$ cat config.mk
export PLATFORM = sky130hd
export DESIGN_NAME = train_sequencer_flat
export DESIGN_NICKNAME = d
export VERILOG_FILES = /design/src/rtl/train_pkg.sv /design/src/rtl/train_sequencer_if.sv /design/src/rtl/train_sequencer_done_qualifier.sv /design/src/rtl/train_sequencer.sv /design/src/flat_wrapper.sv
export SDC_FILE = /design/constraint.sdc
export NUM_CORES = 1
export LEC_CHECK = 0
export CAP_MARGIN = 40
export CORE_MARGIN = 4
export CORE_UTILIZATION = 35
export CTS_CLUSTER_DIAMETER = 50
export DETAILED_ROUTE_END_ITERATION = 16
export HOLD_SLACK_MARGIN = 0.08
export PLACE_DENSITY = 0.73
export SYNTH_ARGS = -nofsm -noshare
export SYNTH_HDL_FRONTEND = slang
export SYNTH_SLANG_ARGS = --single-unit
$ cat constraint.sdc
create_clock -name clk -period 3.1 [get_ports clk]
set_input_delay 0.31 -clock clk [delete_from_list [all_inputs] [get_ports clk]]
set_output_delay 0.31 -clock clk [all_outputs]
set_load 0.02 [all_outputs]
$ cat src/rtl/train_pkg.sv
// Shared types for the train controller: state codes and the duration width
// that the downstream timer also uses.
package train_pkg;

    localparam int TW = 19;

    typedef enum logic [3:0] {
        S_IDLE         = 4'd0,
        S_ACCEL        = 4'd1,
        S_CRUISE       = 4'd2,
        S_BRAKE        = 4'd3,
        S_DOOR_OPENING = 4'd4,
        S_DWELL        = 4'd5,
        S_DOOR_CLOSING = 4'd6,
        S_EMERGENCY    = 4'd7
    } state_e;

endpackage

$ cat src/rtl/train_sequencer_if.sv
// Sensor inputs, timer link and actuator outputs of the train sequencer.
interface train_sequencer_if;

    logic                    start;
    logic                    station;
    logic                    obstruct;
    logic                    emergency;
    logic                    timer_done;
    logic [train_pkg::TW-1:0] t;
    logic [3:0]              present_state;
    logic                    motor;
    logic                    brake;
    logic                    door_cmd;
    logic                    alarm;

    modport master (
        input  start, station, obstruct, emergency, timer_done,
        output t, present_state, motor, brake, door_cmd, alarm
    );

    modport slave (
        output start, station, obstruct, emergency, timer_done,
        input  t, present_state, motor, brake, door_cmd, alarm
    );

endinterface

$ cat src/rtl/train_sequencer_done_qualifier.sv
// Masks timer_done for GUARD edges after every state change, so a stale done
// from the previous phase cannot advance the new one.
module done_qualifier #(
    parameter int unsigned GUARD = 2
) (
    input  logic clk,
    input  logic rst_n,
    input  logic state_change,
    input  logic timer_done,
    output logic done_q
);

    logic [2:0] guard_cnt_q;
    logic [2:0] guard_cnt_d;

    always_comb begin
        guard_cnt_d = guard_cnt_q;
        if (state_change) begin
            guard_cnt_d = 3'(GUARD);
        end else if (guard_cnt_q != 3'd0) begin
            guard_cnt_d = guard_cnt_q - 3'd1;
        end
    end

    always_ff @(posedge clk) begin
        if (!rst_n) begin
            guard_cnt_q <= 3'd0;
        end else begin
            guard_cnt_q <= guard_cnt_d;
        end
    end

    assign done_q = timer_done && (guard_cnt_q == 3'd0);

endmodule

$ cat src/rtl/train_sequencer.sv
// Train phase sequencer: steps through accelerate/cruise/brake/door/dwell,
// feeds the duration timer and decodes actuator commands from the state.
module train_sequencer
    import train_pkg::*;
#(
    parameter logic [TW-1:0] T_ACCEL      = 19'd400000,
    parameter logic [TW-1:0] T_BRAKE      = 19'd300000,
    parameter logic [TW-1:0] T_DOOR_OPEN  = 19'd100000,
    parameter logic [TW-1:0] T_DWELL      = 19'd250000,
    parameter logic [TW-1:0] T_DOOR_CLOSE = 19'd120000,
    parameter logic [TW-1:0] T_ALARM      = 19'd500000,
    parameter int unsigned   GUARD        = 2
) (
    input  logic               clk,
    input  logic               rst_n,
    train_sequencer_if.master  bus
);

    state_e state_q;
    state_e state_d;
    logic   state_change;
    logic   done_q;

    assign state_change = (state_d != state_q);

    done_qualifier #(
        .GUARD (GUARD)
    ) u_done_qualifier (
        .clk          (clk),
        .rst_n        (rst_n),
        .state_change (state_change),
        .timer_done   (bus.timer_done),
        .done_q       (done_q)
    );

    always_comb begin
        state_d = state_q;
        if (bus.emergency && state_q != S_EMERGENCY &&
            state_q inside {S_IDLE, S_ACCEL, S_CRUISE, S_BRAKE,
                            S_DOOR_OPENING, S_DWELL, S_DOOR_CLOSING}) begin
            state_d = S_EMERGENCY;
        end else begin
            case (state_q)
                S_IDLE:         if (bus.start)   state_d = S_ACCEL;
                S_ACCEL:        if (done_q)      state_d = S_CRUISE;
                S_CRUISE:       if (bus.station) state_d = S_BRAKE;
                S_BRAKE:        if (done_q)      state_d = S_DOOR_OPENING;
                S_DOOR_OPENING: if (done_q)      state_d = S_DWELL;
                S_DWELL:        if (done_q)      state_d = S_DOOR_CLOSING;
                S_DOOR_CLOSING: begin
                    // A reopen must win over the close finishing on the same edge.
                    if (bus.obstruct) begin
                        state_d = S_DOOR_OPENING;
                    end else if (done_q) begin
                        state_d = S_IDLE;
                    end
                end
                S_EMERGENCY:    if (done_q && !bus.emergency) state_d = S_IDLE;
                default:        state_d = S_IDLE;
            endcase
        end
    end

    always_ff @(posedge clk) begin
        if (!rst_n) begin
            state_q <= S_IDLE;
        end else begin
            state_q <= state_d;
        end
    end

    // Outputs depend only on the state register; unused codes decode as IDLE.
    always_comb begin
        bus.t        = '0;
        bus.motor    = 1'b0;
        bus.brake    = 1'b1;
        bus.door_cmd = 1'b0;
        bus.alarm    = 1'b0;
        case (state_q)
            S_ACCEL: begin
                bus.t     = T_ACCEL;
                bus.motor = 1'b1;
                bus.brake = 1'b0;
            end
            S_CRUISE: begin
                bus.motor = 1'b1;
                bus.brake = 1'b0;
            end
            S_BRAKE: begin
                bus.t = T_BRAKE;
            end
            S_DOOR_OPENING: begin
                bus.t        = T_DOOR_OPEN;
                bus.brake    = 1'b0;
                bus.door_cmd = 1'b1;
            end
            S_DWELL: begin
                bus.t        = T_DWELL;
                bus.brake    = 1'b0;
                bus.door_cmd = 1'b1;
            end
            S_DOOR_CLOSING: begin
                bus.t     = T_DOOR_CLOSE;
                bus.brake = 1'b0;
            end
            S_EMERGENCY: begin
                bus.t     = T_ALARM;
                bus.alarm = 1'b1;
            end
            default: ;
        endcase
    end

    assign bus.present_state = state_q;

endmodule

$ cat src/flat_wrapper.sv
// flat-port wrapper written by rule: the top's interface ports become plain ports
module train_sequencer_flat import train_pkg::*;
#(
    parameter logic [TW-1:0] T_ACCEL      = 19'd400000,
    parameter logic [TW-1:0] T_BRAKE      = 19'd300000,
    parameter logic [TW-1:0] T_DOOR_OPEN  = 19'd100000,
    parameter logic [TW-1:0] T_DWELL      = 19'd250000,
    parameter logic [TW-1:0] T_DOOR_CLOSE = 19'd120000,
    parameter logic [TW-1:0] T_ALARM      = 19'd500000,
    parameter int unsigned   GUARD        = 2
)
  (clk, rst_n, bus_start, bus_station, bus_obstruct, bus_emergency, bus_timer_done, bus_t, bus_present_state, bus_motor, bus_brake, bus_door_cmd, bus_alarm);
  train_sequencer_if bus_i ();
  input  logic clk;
  input  logic rst_n;
  input wire logic [$bits(bus_i.start)-1:0] bus_start;
  input wire logic [$bits(bus_i.station)-1:0] bus_station;
  input wire logic [$bits(bus_i.obstruct)-1:0] bus_obstruct;
  input wire logic [$bits(bus_i.emergency)-1:0] bus_emergency;
  input wire logic [$bits(bus_i.timer_done)-1:0] bus_timer_done;
  output wire logic [$bits(bus_i.t)-1:0] bus_t;
  output wire logic [$bits(bus_i.present_state)-1:0] bus_present_state;
  output wire logic [$bits(bus_i.motor)-1:0] bus_motor;
  output wire logic [$bits(bus_i.brake)-1:0] bus_brake;
  output wire logic [$bits(bus_i.door_cmd)-1:0] bus_door_cmd;
  output wire logic [$bits(bus_i.alarm)-1:0] bus_alarm;
  assign bus_i.start = bus_start;
  assign bus_i.station = bus_station;
  assign bus_i.obstruct = bus_obstruct;
  assign bus_i.emergency = bus_emergency;
  assign bus_i.timer_done = bus_timer_done;
  assign bus_t = bus_i.t;
  assign bus_present_state = bus_i.present_state;
  assign bus_motor = bus_i.motor;
  assign bus_brake = bus_i.brake;
  assign bus_door_cmd = bus_i.door_cmd;
  assign bus_alarm = bus_i.alarm;
  train_sequencer #(.T_ACCEL(T_ACCEL), .T_BRAKE(T_BRAKE), .T_DOOR_OPEN(T_DOOR_OPEN), .T_DWELL(T_DWELL), .T_DOOR_CLOSE(T_DOOR_CLOSE), .T_ALARM(T_ALARM), .GUARD(GUARD)) u_core (.clk(clk), .rst_n(rst_n), .bus(bus_i));
endmodule
# [Yosys cells after proc, flatten, opt, wreduce, memory -nomap -nowiden]
# Index checks and enable logic that the tools add are counted.
[op_classes] addsub=1 n_eq_ne=9 mux=18 bitwise=1 reduce_logical=14
[op_table] operator="$pmux 19 s6" count=1
[op_table] operator="$mux 4" count=10
[op_table] operator="$pmux 4 s8" count=1
[op_table] operator="$eq 4x3->1 const B" count=4
[op_table] operator="$eq 4x2->1 const B" count=2
[op_table] operator="$reduce_bool 7->1" count=1
[op_table] operator="$reduce_or 2->1" count=3
[op_table] operator="$reduce_or 5->1" count=1
[op_table] operator="$eq 4x1->1 const B" count=1
[op_table] operator="$logic_and 1x1->1" count=4
[op_table] operator="$logic_not 4->1" count=1
[op_table] operator="$mux 1" count=4
[op_table] operator="$mux 2" count=2
[op_table] operator="$ne 4x3->1 const B" count=1
[op_table] operator="$ne 4x4->1" count=1
[op_table] operator="$logic_not 3->1" count=1
[op_table] operator="$reduce_bool 3->1" count=1
[op_table] operator="$sub 3x1->3 const B" count=1
[op_table] operator="$reduce_bool 2->1" count=1
[op_table] operator="$logic_not 1->1" count=1
[op_table] operator="$not 1->1" count=1
[totals] ff_bits=7 in_bits=7 output_inout_bits=27 wordCells=46

# [Logic depth before layout (Yosys ltp)]
[logic_depth] depth_word=8 depth_mapped=8 ltp_nobuf=7

# [By module]
# From an unflattened synthesis, not the netlist that was laid out.
[unflattened] hier_cells=102 area_unflattened_um2=758.2
[modules_own_cells] module="train_sequencer" instances=1 cells_per_inst=87 area_per_inst_um2=608.1 seq_area_each_um2=80.1
[modules_own_cells] module="done_qualifier" instances=1 cells_per_inst=15 area_per_inst_um2=150.1 seq_area_each_um2=60.1

# [Worst setup path after synthesis]
# No wires, ideal clock.
[synth_path] kind="register -> output" from="register u_core.state_q[0] (netlist: u_core.bus.present_state[0])" to="output port bus_t[17]" arrival_time_ns=1.749 required_ns=2.790 setup_slack_ns=1.041 stages_incl_launch_ff=6 path_buffers=2 cell_sequence="dfxtp_1 -> buf_2 -> buf_2 -> nand2_1 -> nor3_1 -> a21o_1"
[synth_between] elab_chain_cells=2 elab_cells_between_ends=7 cone_classes="eq/ne: 6; mux: 1"
[synth_rtl] item="start, declared" line_no="train_sequencer.sv:19" text="state_e state_q;"
[synth_rtl] item="start signal, assigned" line_no="train_sequencer.sv:68" text="state_q <= state_d;"
[synth_rtl] item="$eq 4x3->1, or another cell as far along" line_no="train_sequencer.sv:79" text="case (state_q)"
[synth_rtl] item="$pmux 19 s6 *" line_no="train_sequencer.sv:79"
[synth_rtl] item="end, declared" line_no="flat_wrapper.sv:21" text="output wire logic [$bits(bus_i.t)-1:0] bus_t;"
# Every way passes the cells marked *; elsewhere a longest branch is shown, timed or not.

# [Final worst setup path]
[layout_path] from="register u_core.state_q[2] (netlist: u_core.bus.present_state[2])" to="output port bus_t[5]"
# The elaborated chain is that of the path after synthesis.

==> flow_summary_export.csv <==
group,metric,value,unit
outcome,outcome,"finished, final reports clean",
route,avgRoutedWirePerCell,12.2,um
critical_path,slowest_stage,"clkdlybuf4s50_1",
floorplanning,dieHeight,51.1,um
pwr,max-vdd-ir-drop,0.256,mV
critical_path,r2r_cells,5,
final_layout,multi_input_area,439,um^2
critical_path,crit_path_start_kind,"flip-flop",
critical_path,cp.depth,4,
critical_path,cp-end-kind,"output pin",
route,vias,711,
critical_path,cp.arrival,2240,ps
critical_path,reg2reg_to,"u_core.u_done_qualifier.guard_cnt_q[1]",
cts,h-tree-depth,1,
floorplanning,die_w,51.1,um
floorplanning,rows,15,
placed_design,finalWeightedCongestion,0.849,
logic_synthesis,synth-seq-area-share,0.216,
cts,numClockSinks,7,
timing,hold_violations,0,
global_routing,grt_usage,0.139,
critical_path,ff2ff_setup_slack,1160,ps
cts,cts_buffers,3,
logic_synthesis,async_flop_share,0,
critical_path,r2r-start,"u_core.bus.present_state[1]",
cts,tritoncts,"done",
global_routing,grt_pass1_vias,648,
cts,ctsResizeCount,0,
critical_path,endpoint,"bus_t[5]",
logic_synthesis,yosysWarnings,0,
timing,tns,0,ps
worst_hold_path,hold_class,"flip-flop to flip-flop",
global_routing,grt_pass1_wl,2.84,mm
logic_synthesis,synth.top_cell.area_share,0.216,
placed_design,port_buffers,29,
critical_path,crit_start,"u_core.bus.present_state[2]",
timing,slew_headroom,0.532,
global_routing,grt_max_degree,24,
global_routing,antenna_found_initial,0,
floorplanning,dieArea,0.00261,mm^2
final_layout,drive_above_1_share,0.0862,
critical_path,slowest_delay,630,ps
logic_synthesis,synth_top_area_cell,"dfxtp_1",
final_layout,areaGrowthSynthToFinish,46.2,%
logic_synthesis,synth.area.top_cells,"dfxtp_1 22%, nor2_1 6.9%, buf_4 5.8%, a21oi_1 4.6%, nand2_1 4.6%",
timing,fin_crit_sh,0.823,
logic_synthesis,synth-seq-cells,7,
worst_hold_path,holdCritStartpoint,"u_core.u_done_qualifier.guard_cnt_q[2]",
cts,cts_max_path_buffers,2,
timing,max_freq,0.392,GHz
timing,drv_slew,0,
timing,clock_skew,3.51,ps
timing,period_needed,2550,ps
pwr,power.density,317,mW/mm^2
floorplanning,start_util,0.372,
cts,ctsHoldBuffers,0,
logic_synthesis,netlist_area,649,um^2
final_layout,n_antenna_cell,0,
critical_path,crit_fanout,12,
cts,clkSlewWorstSetupHoldPaths,50,ps
floorplanning,core,0.00175,mm^2
route,drc,0,
critical_path,cp.required,2790,ps
route,drtPass1Iterations,4,
route,antenna_left,0,
timing,worstMarginPinSlew,701,ps
critical_path,crit_type,"flip-flop to output pin",
timing,grt_setup_unrepaired,"no",
final_layout,nFillCells,174,
route,drt_iter0_drc,8,
logic_synthesis,synth_ff_type,"dfxtp_1",
critical_path,crit_family,"buffers and inverters",
placed_design,place_hpwl,1.36,mm
global_routing,grt.overflow.total,0,
route,avgViaCountPerCell,5.04,
critical_path,critPathBufInv,2,
run,maxCapViolCount,0,
cts,clk_latency,250,ps
timing,finalSetupViolCount,0,
timing,fin_hold_ws,546,ps
final_layout,register_area,140,um^2
route,routed_wl,1.73,mm
logic_synthesis,synth_edf_count,0,
final_layout,finalNetCount,124,
cts,cts_setup_buffers,0,
logic_synthesis,synth_cell_type_count,38,
pwr,p_leak,0.000368,uW
critical_path,path_cells,"inv_1 -> or3_1 -> a21oi_1 -> clkdlybuf4s50_1",
logic_synthesis,syn_inst,89,
floorplanning,boundaryPins,34,
logic_synthesis,syn-mean-instance-area,7.30,um^2
cts,clockRootBuffer,"clkbuf_4",
[cell families after synthesis]
logic type / Yosys count / synth area share
multiplexers: 1 / 0.0154
XOR/XNOR: 2 / 0.0270
AO/OA/AOI/OAI: 27 / 0.314
AND/OR/NAND/NOR: 35 / 0.291
flip-flops: 7 / 0.216
buffers and inverters: 16 / 0.131
other: 1 / 0.00577
[cell usage in the layout (no fill, tap or decap), types with 2 or more instances in the layout]
| cell | synthesis | layout |
|---|---|---|
| conb_1 | 1 | 5 |
| clkbuf_4 | 0 | 3 |
| a21oi_1 | 6 | 6 |
| a211oi_1 | 2 | 2 |
| dfxtp_1 | 7 | 7 |
| inv_1 | 5 | 5 |
| a31oi_1 | 2 | 2 |
| nor3_1 | 5 | 5 |
| nand2_1 | 8 | 8 |
| clkdlybuf4s50_1 | 0 | 29 |
| nor2_1 | 12 | 12 |
| xnor2_1 | 2 | 2 |
| o21ai_0 | 3 | 3 |
| o311a_1 | 2 | 2 |
[layer usage]
metal	vias to the layer above	share of wire	global-route usage	routed length [um]
met5	-	0	0	0
met4	0	0.0093	0.0717	16
met3	2	0.043	0.0146	75
met2	20	0.47	0.225	812
met1	325	0.48	0.180	822
li1	364	-	-	-
[synth_stat cells (2+ instances only)]
library cell	number
buf_2	5
nor2_1	12
inv_1	5
a31oi_1	2
buf_4	5
a211oi_1	2
nor3_1	5
nand2_1	8
xnor2_1	2
a21oi_1	6
o311a_1	2
dfxtp_1	7
o21ai_0	3
[power by group]
part           switching, uW  internal [uW]  total (uW)
clock                   31.8           49.0        80.8
sequential              16.2           94.8         111
combinational           57.8           51.6         109
[metrics by stage]
stage / area (um^2) / total power [uW] / utilization / std cells / setup slack, ps
3_3_place_gp: 923 / 221 / 0.529 / 137 / 854
5_1_grt: 950 / 321 / 0.544 / 141 / 416
4_1_cts: 950 / 305 / 0.544 / 141 / 559
2_1_floorplan: 664 / 183 / - / 93 / 1040
6_report: 950 / 301 / 0.544 / 141 / 550
3_5_place_dp: 923 / 222 / 0.529 / 137 / 838
[how the worst min path moves through the flow]
stage	to	slack, ps	cells after the start
after global routing	u_core.u_done_qualifier.guard_cnt_q[2]	550	2
after floorplan	u_core.u_done_qualifier.guard_cnt_q[1]	440	1
final	u_core.u_done_qualifier.guard_cnt_q[2]	550	2
after detailed placement	u_core.u_done_qualifier.guard_cnt_q[2]	530	2
after CTS	u_core.u_done_qualifier.guard_cnt_q[2]	540	2
after global placement	u_core.u_done_qualifier.guard_cnt_q[2]	500	2
[state kept, by name, indices dropped and copies added (netlist names)]
name                                 count
u_core.u_done_qualifier.guard_cnt_q      3
u_core.bus.present_state                 4
[final cells by class]
class	count	area share
multi-input cells	70	0.462
repair buffers	29	0.306
well taps	25	0.0329
flip-flops and latches	7	0.148
clock buffers	4	0.0277
inverters	6	0.0237
[worst register-to-register path, stage by stage, from the launching register on]
cell and delay (ps):
dfxtp_1 680, mux2i_1 300, o21ai_0 100, a211oi_1 310
a21oi_2 130, o31a_1 300
Power figures use the tool's default switching activity.
==> variant 1: new RTL, config.mk and constraints unchanged <==
The package constant `TW` goes from 19 to 38.
--- a/src/rtl/train_pkg.sv
+++ b/src/rtl/train_pkg.sv
@@ -4,3 +4,3 @@
 
-    localparam int TW = 19;
+    localparam int TW = 38;
 
Ports: changed (resized bus_t); port bits go from 34 to 53. The function was not compared with the original's and may differ.
==> variant 1 against the original RTL <==
  * Worst setup slack gained 0.041 ns
  * Sequential cell count is the same
  * Synthesized area grew 22%
  * Utilization shrank 4.8 points
  * Cell area grew 7.8%
  * Wire length grew 8.1%
  * Power grew 6.9%
  * Die area grew 18%
  * Largest cell class unchanged
  * Highest routed layer is now met3
==> variant 1: results <==
[critical_path]
cp.arrival_ns = 2.20
reg2reg_slack_ns = 1.19

[global_route]
grtUsageMet1_pct = 15.4
use_met2_pct = 19.4
first_global_vias = 677
grt_pass1_wl_mm = 3.07
grtUsageMet3_pct = 1.62

[yosys]
synthMuxAreaShare_pct = 1.26
postSynthCellCount = 108
synth_xor_area_share_pct = 2.21
synth_area_leaders = "buf_4 23%, dfxtp_1 18%, nor2_1 5.7%, a21oi_1 3.8%, nand2_1 3.8%"
yosysSeqAreaShare_pct = 17.7
synth_common_cells = "24 x buf_4, 12 x nor2_1, 8 x nand2_1"
synth_compound_area_share_pct = 25.8

[detailed_routing]
drtIter0Drc = 5
wirelength_mm = 1.87
vias = 748

[power]
p_leak_uw = 0.000430
p_sw_uw = 127
ir_drop_mv = 0.222

[placement]
globalplace.congestion = 0.801

[outcome]
run_status = "finished clean"

[cells_and_area]
fill_cells = 211
drive_gt1_share_pct = 7.41
nNetsFinal = 143

[sta]
max_slew_margin_pct = 53.8
==> variant 1: cell count changes after synthesis, sizes merged <==
cell  before  now
buf       10   29
==> variant 1: layout make-up <==
cell class	count	area, um^2	area share [%]
inverters	6	22.5	2.20
flip-flops and latches	7	140	13.7
well taps	27	33.8	3.30
repair buffers	29	290	28.4
clock buffers	4	26.3	2.57
multi-input cells	89	510	49.9
==> variant 1: logic make-up (layout without fill, tap and decap cells) <==
| family | count (synthesis) | count (layout) |
|---|---|---|
| flip-flops | 7 | 7 |
| buffers and inverters | 35 | 39 |
| XOR/XNOR | 2 | 2 |
| AND/OR/NAND/NOR | 35 | 35 |
| AO/OA/AOI/OAI | 27 | 27 |
| multiplexers | 1 | 1 |
| other | 1 | 24 |
==> variant 1: worst reg2reg max path, delay by kind of cell, from the launching register on <==
family         cells  cell delay (ns)
AO/OA/AOI/OAI      4             0.84
flip-flops         1             0.68
multiplexers       1             0.28
==> variant 1: per-stage QoR <==
stage | hold slack [ns] | setup WS [ns]
2_1_floorplan | 0.438 | 1.04
3_3_place_gp | 0.501 | 0.846
3_5_place_dp | 0.516 | 0.851
4_1_cts | 0.524 | 0.578
5_1_grt | 0.555 | 0.411
6_report | 0.521 | 0.591
==> variant 1: power by group through the flow <==
stage / clock network [uW] / logic (uW) / registers, uW
2_1_floorplan: 0 / 117 / 104
3_3_place_gp: 0 / 129 / 112
3_5_place_dp: 0 / 130 / 112
4_1_cts: 85.6 / 130 / 110
5_1_grt: 91.3 / 140 / 113
6_report: 81.1 / 130 / 111
==> variant 1: layer usage <==
metal / vias up / share of wire [%]
met5: - / 0
met4: 0 / 0
met3: 0 / 5.9
met2: 25 / 50
met1: 342 / 44
li1: 381 / -
==> variant 1: worst max path at each step <==
| stage | to | cells after the start |
|---|---|---|
| after floorplan | bus_t[17] | 5 |
| after global placement | bus_t[5] | 4 |
| after detailed placement | bus_t[5] | 4 |
| after CTS | bus_t[5] | 4 |
| after global routing | bus_t[5] | 4 |
| final | bus_t[9] | 4 |
==> variant 2: new RTL, same flow settings <==
Without the edit above. Reset style: asynchronous (`rst_n`), changed in 2 clocked blocks.
--- a/src/rtl/train_sequencer_done_qualifier.sv
+++ b/src/rtl/train_sequencer_done_qualifier.sv
@@ -24,3 +24,3 @@
 
-    always_ff @(posedge clk) begin
+    always_ff @(posedge clk or negedge rst_n) begin
         if (!rst_n) begin
--- a/src/rtl/train_sequencer.sv
+++ b/src/rtl/train_sequencer.sv
@@ -63,3 +63,3 @@
 
-    always_ff @(posedge clk) begin
+    always_ff @(posedge clk or negedge rst_n) begin
         if (!rst_n) begin
Function: differs if rst_n is asserted again (counterexample within 4 cycles, from zero or initial values and one cycle with rst_n low); with rst_n held inactive, the same outputs for 10 cycles.
==> variant 2 against the original RTL <==
  * Worst setup slack improved by 0.13 ns
  * Die area rose by 13%
  * Wire length rose by 12%
  * Cell area rose by 9.4%
  * Fmax rose by 5.6%
  * Clock power fell by 3.3%
  * Hold slack got worse by 0.23 ns
  * Largest cell class unchanged
  * Synthesized area rose by 15%
  * Register-to-register slack got worse by 0.22 ns
  * Highest routed layer is now met3
  * Global-route usage rose by 0.61 points
  * Sequential cell count did not move
  * Power rose by 16%
==> variant 2: results <==
[outcome]
run_status = "finished clean"

[power]
p_sw_uw = 133
seq_power_uw = 118
p_comb_uw = 151
p_leak_uw = 0.000412

[critical_path]
cp.arrival_ns = 2.11
cp_max_fo = 19

[sta]
tightest_slew_ns = 0.632
skew_ns = 0.00125

[yosys]
synth_common_cells = "11 x nor2_1, 8 x a21oi_1, 7 x buf_4, 7 x dfrtp_1"
synth_ff_type = "dfrtp_1"
yosysSeqAreaShare_pct = 23.4

[global_route]
track_usage_pct = 14.5
grt_max_degree = 21
grt_pass1_wl_mm = 3.21
first_global_vias = 741

[hold_path]
hp-class = "in -> async"

[detailed_routing]
wire_per_inst_um = 13.3
top_layer_used = "met3"
wl_met1_um = 829
wl_met3_um = 58
vias = 731
met2_wirelength_mm = 1.04
drtIter0Drc = 11

[cells_and_area]
inverters = 8
final_cells = 145
seq_share_pct = 16.9
multiInputGateArea_um2 = 483
drive_gt1_share_pct = 11.9
final-clk-cell-share_pct = 2.53
layout.nonclk_buf_share_pct = 28.0
fill_cells = 188
nNetsFinal = 128

[placement]
globalplace.congestion = 0.795
dp_cells = 141
hpwl_mm = 1.51

[clock_tree]
clock_latency_ns = 0.24
[variant 2: worst paths after layout]
kind / startpoint / end / slack [ns] / cells past startpoint
max: u_core.bus.present_state[1] / bus_t[15] / 0.68 / 3
min: rst_n / u_core.bus.present_state[1] / 0.32 / 1
max reg2reg: u_core.u_done_qualifier.guard_cnt_q[0] / u_core.u_done_qualifier.guard_cnt_q[1] / 0.94 / 7
min reg2reg: u_core.u_done_qualifier.guard_cnt_q[1] / u_core.u_done_qualifier.guard_cnt_q[1] / 0.63 / 3
max in group asynchronous: rst_n / u_core.bus.present_state[3] / 2.56 / 1
min in group clk: u_core.u_done_qualifier.guard_cnt_q[1] / u_core.u_done_qualifier.guard_cnt_q[1] / 0.63 / 3
[variant 2: critical path, stage by stage, from the launching register on]
cell,delay (ns)
dfrtp_1,0.72
nand2_1,0.30
a21oi_1,0.21
clkdlybuf4s50_1,0.63
[variant 2: routing by layer]
layer,GRT usage [%],vias to the layer above
li1,-,369
met3,1.09,0
met1,18.3,351
met4,4.56,0
met5,0,-
met2,25.9,11
[variant 2: logic make-up after synthesis]
| family | after synthesis | share of synthesized area (%) |
|---|---|---|
| AND/OR/NAND/NOR | 30 | 20.9 |
| AO/OA/AOI/OAI | 26 | 29.0 |
| buffers and inverters | 19 | 14.2 |
| flip-flops | 7 | 23.4 |
| XOR/XNOR | 4 | 4.68 |
| multiplexers | 3 | 4.01 |
| adder cells (fa/ha/maj) | 2 | 3.34 |
| other | 1 | 0.500 |
[variant 2: metrics by stage]
step / power, uW / setup WS [ns] / cell area [um^2]
6_report: 348 / 0.684 / 1040
2_1_floorplan: 220 / 1.22 / 764
4_1_cts: 354 / 0.677 / 1040
3_3_place_gp: 270 / 0.926 / 1010
5_1_grt: 372 / 0.479 / 1040
3_5_place_dp: 272 / 0.948 / 1010
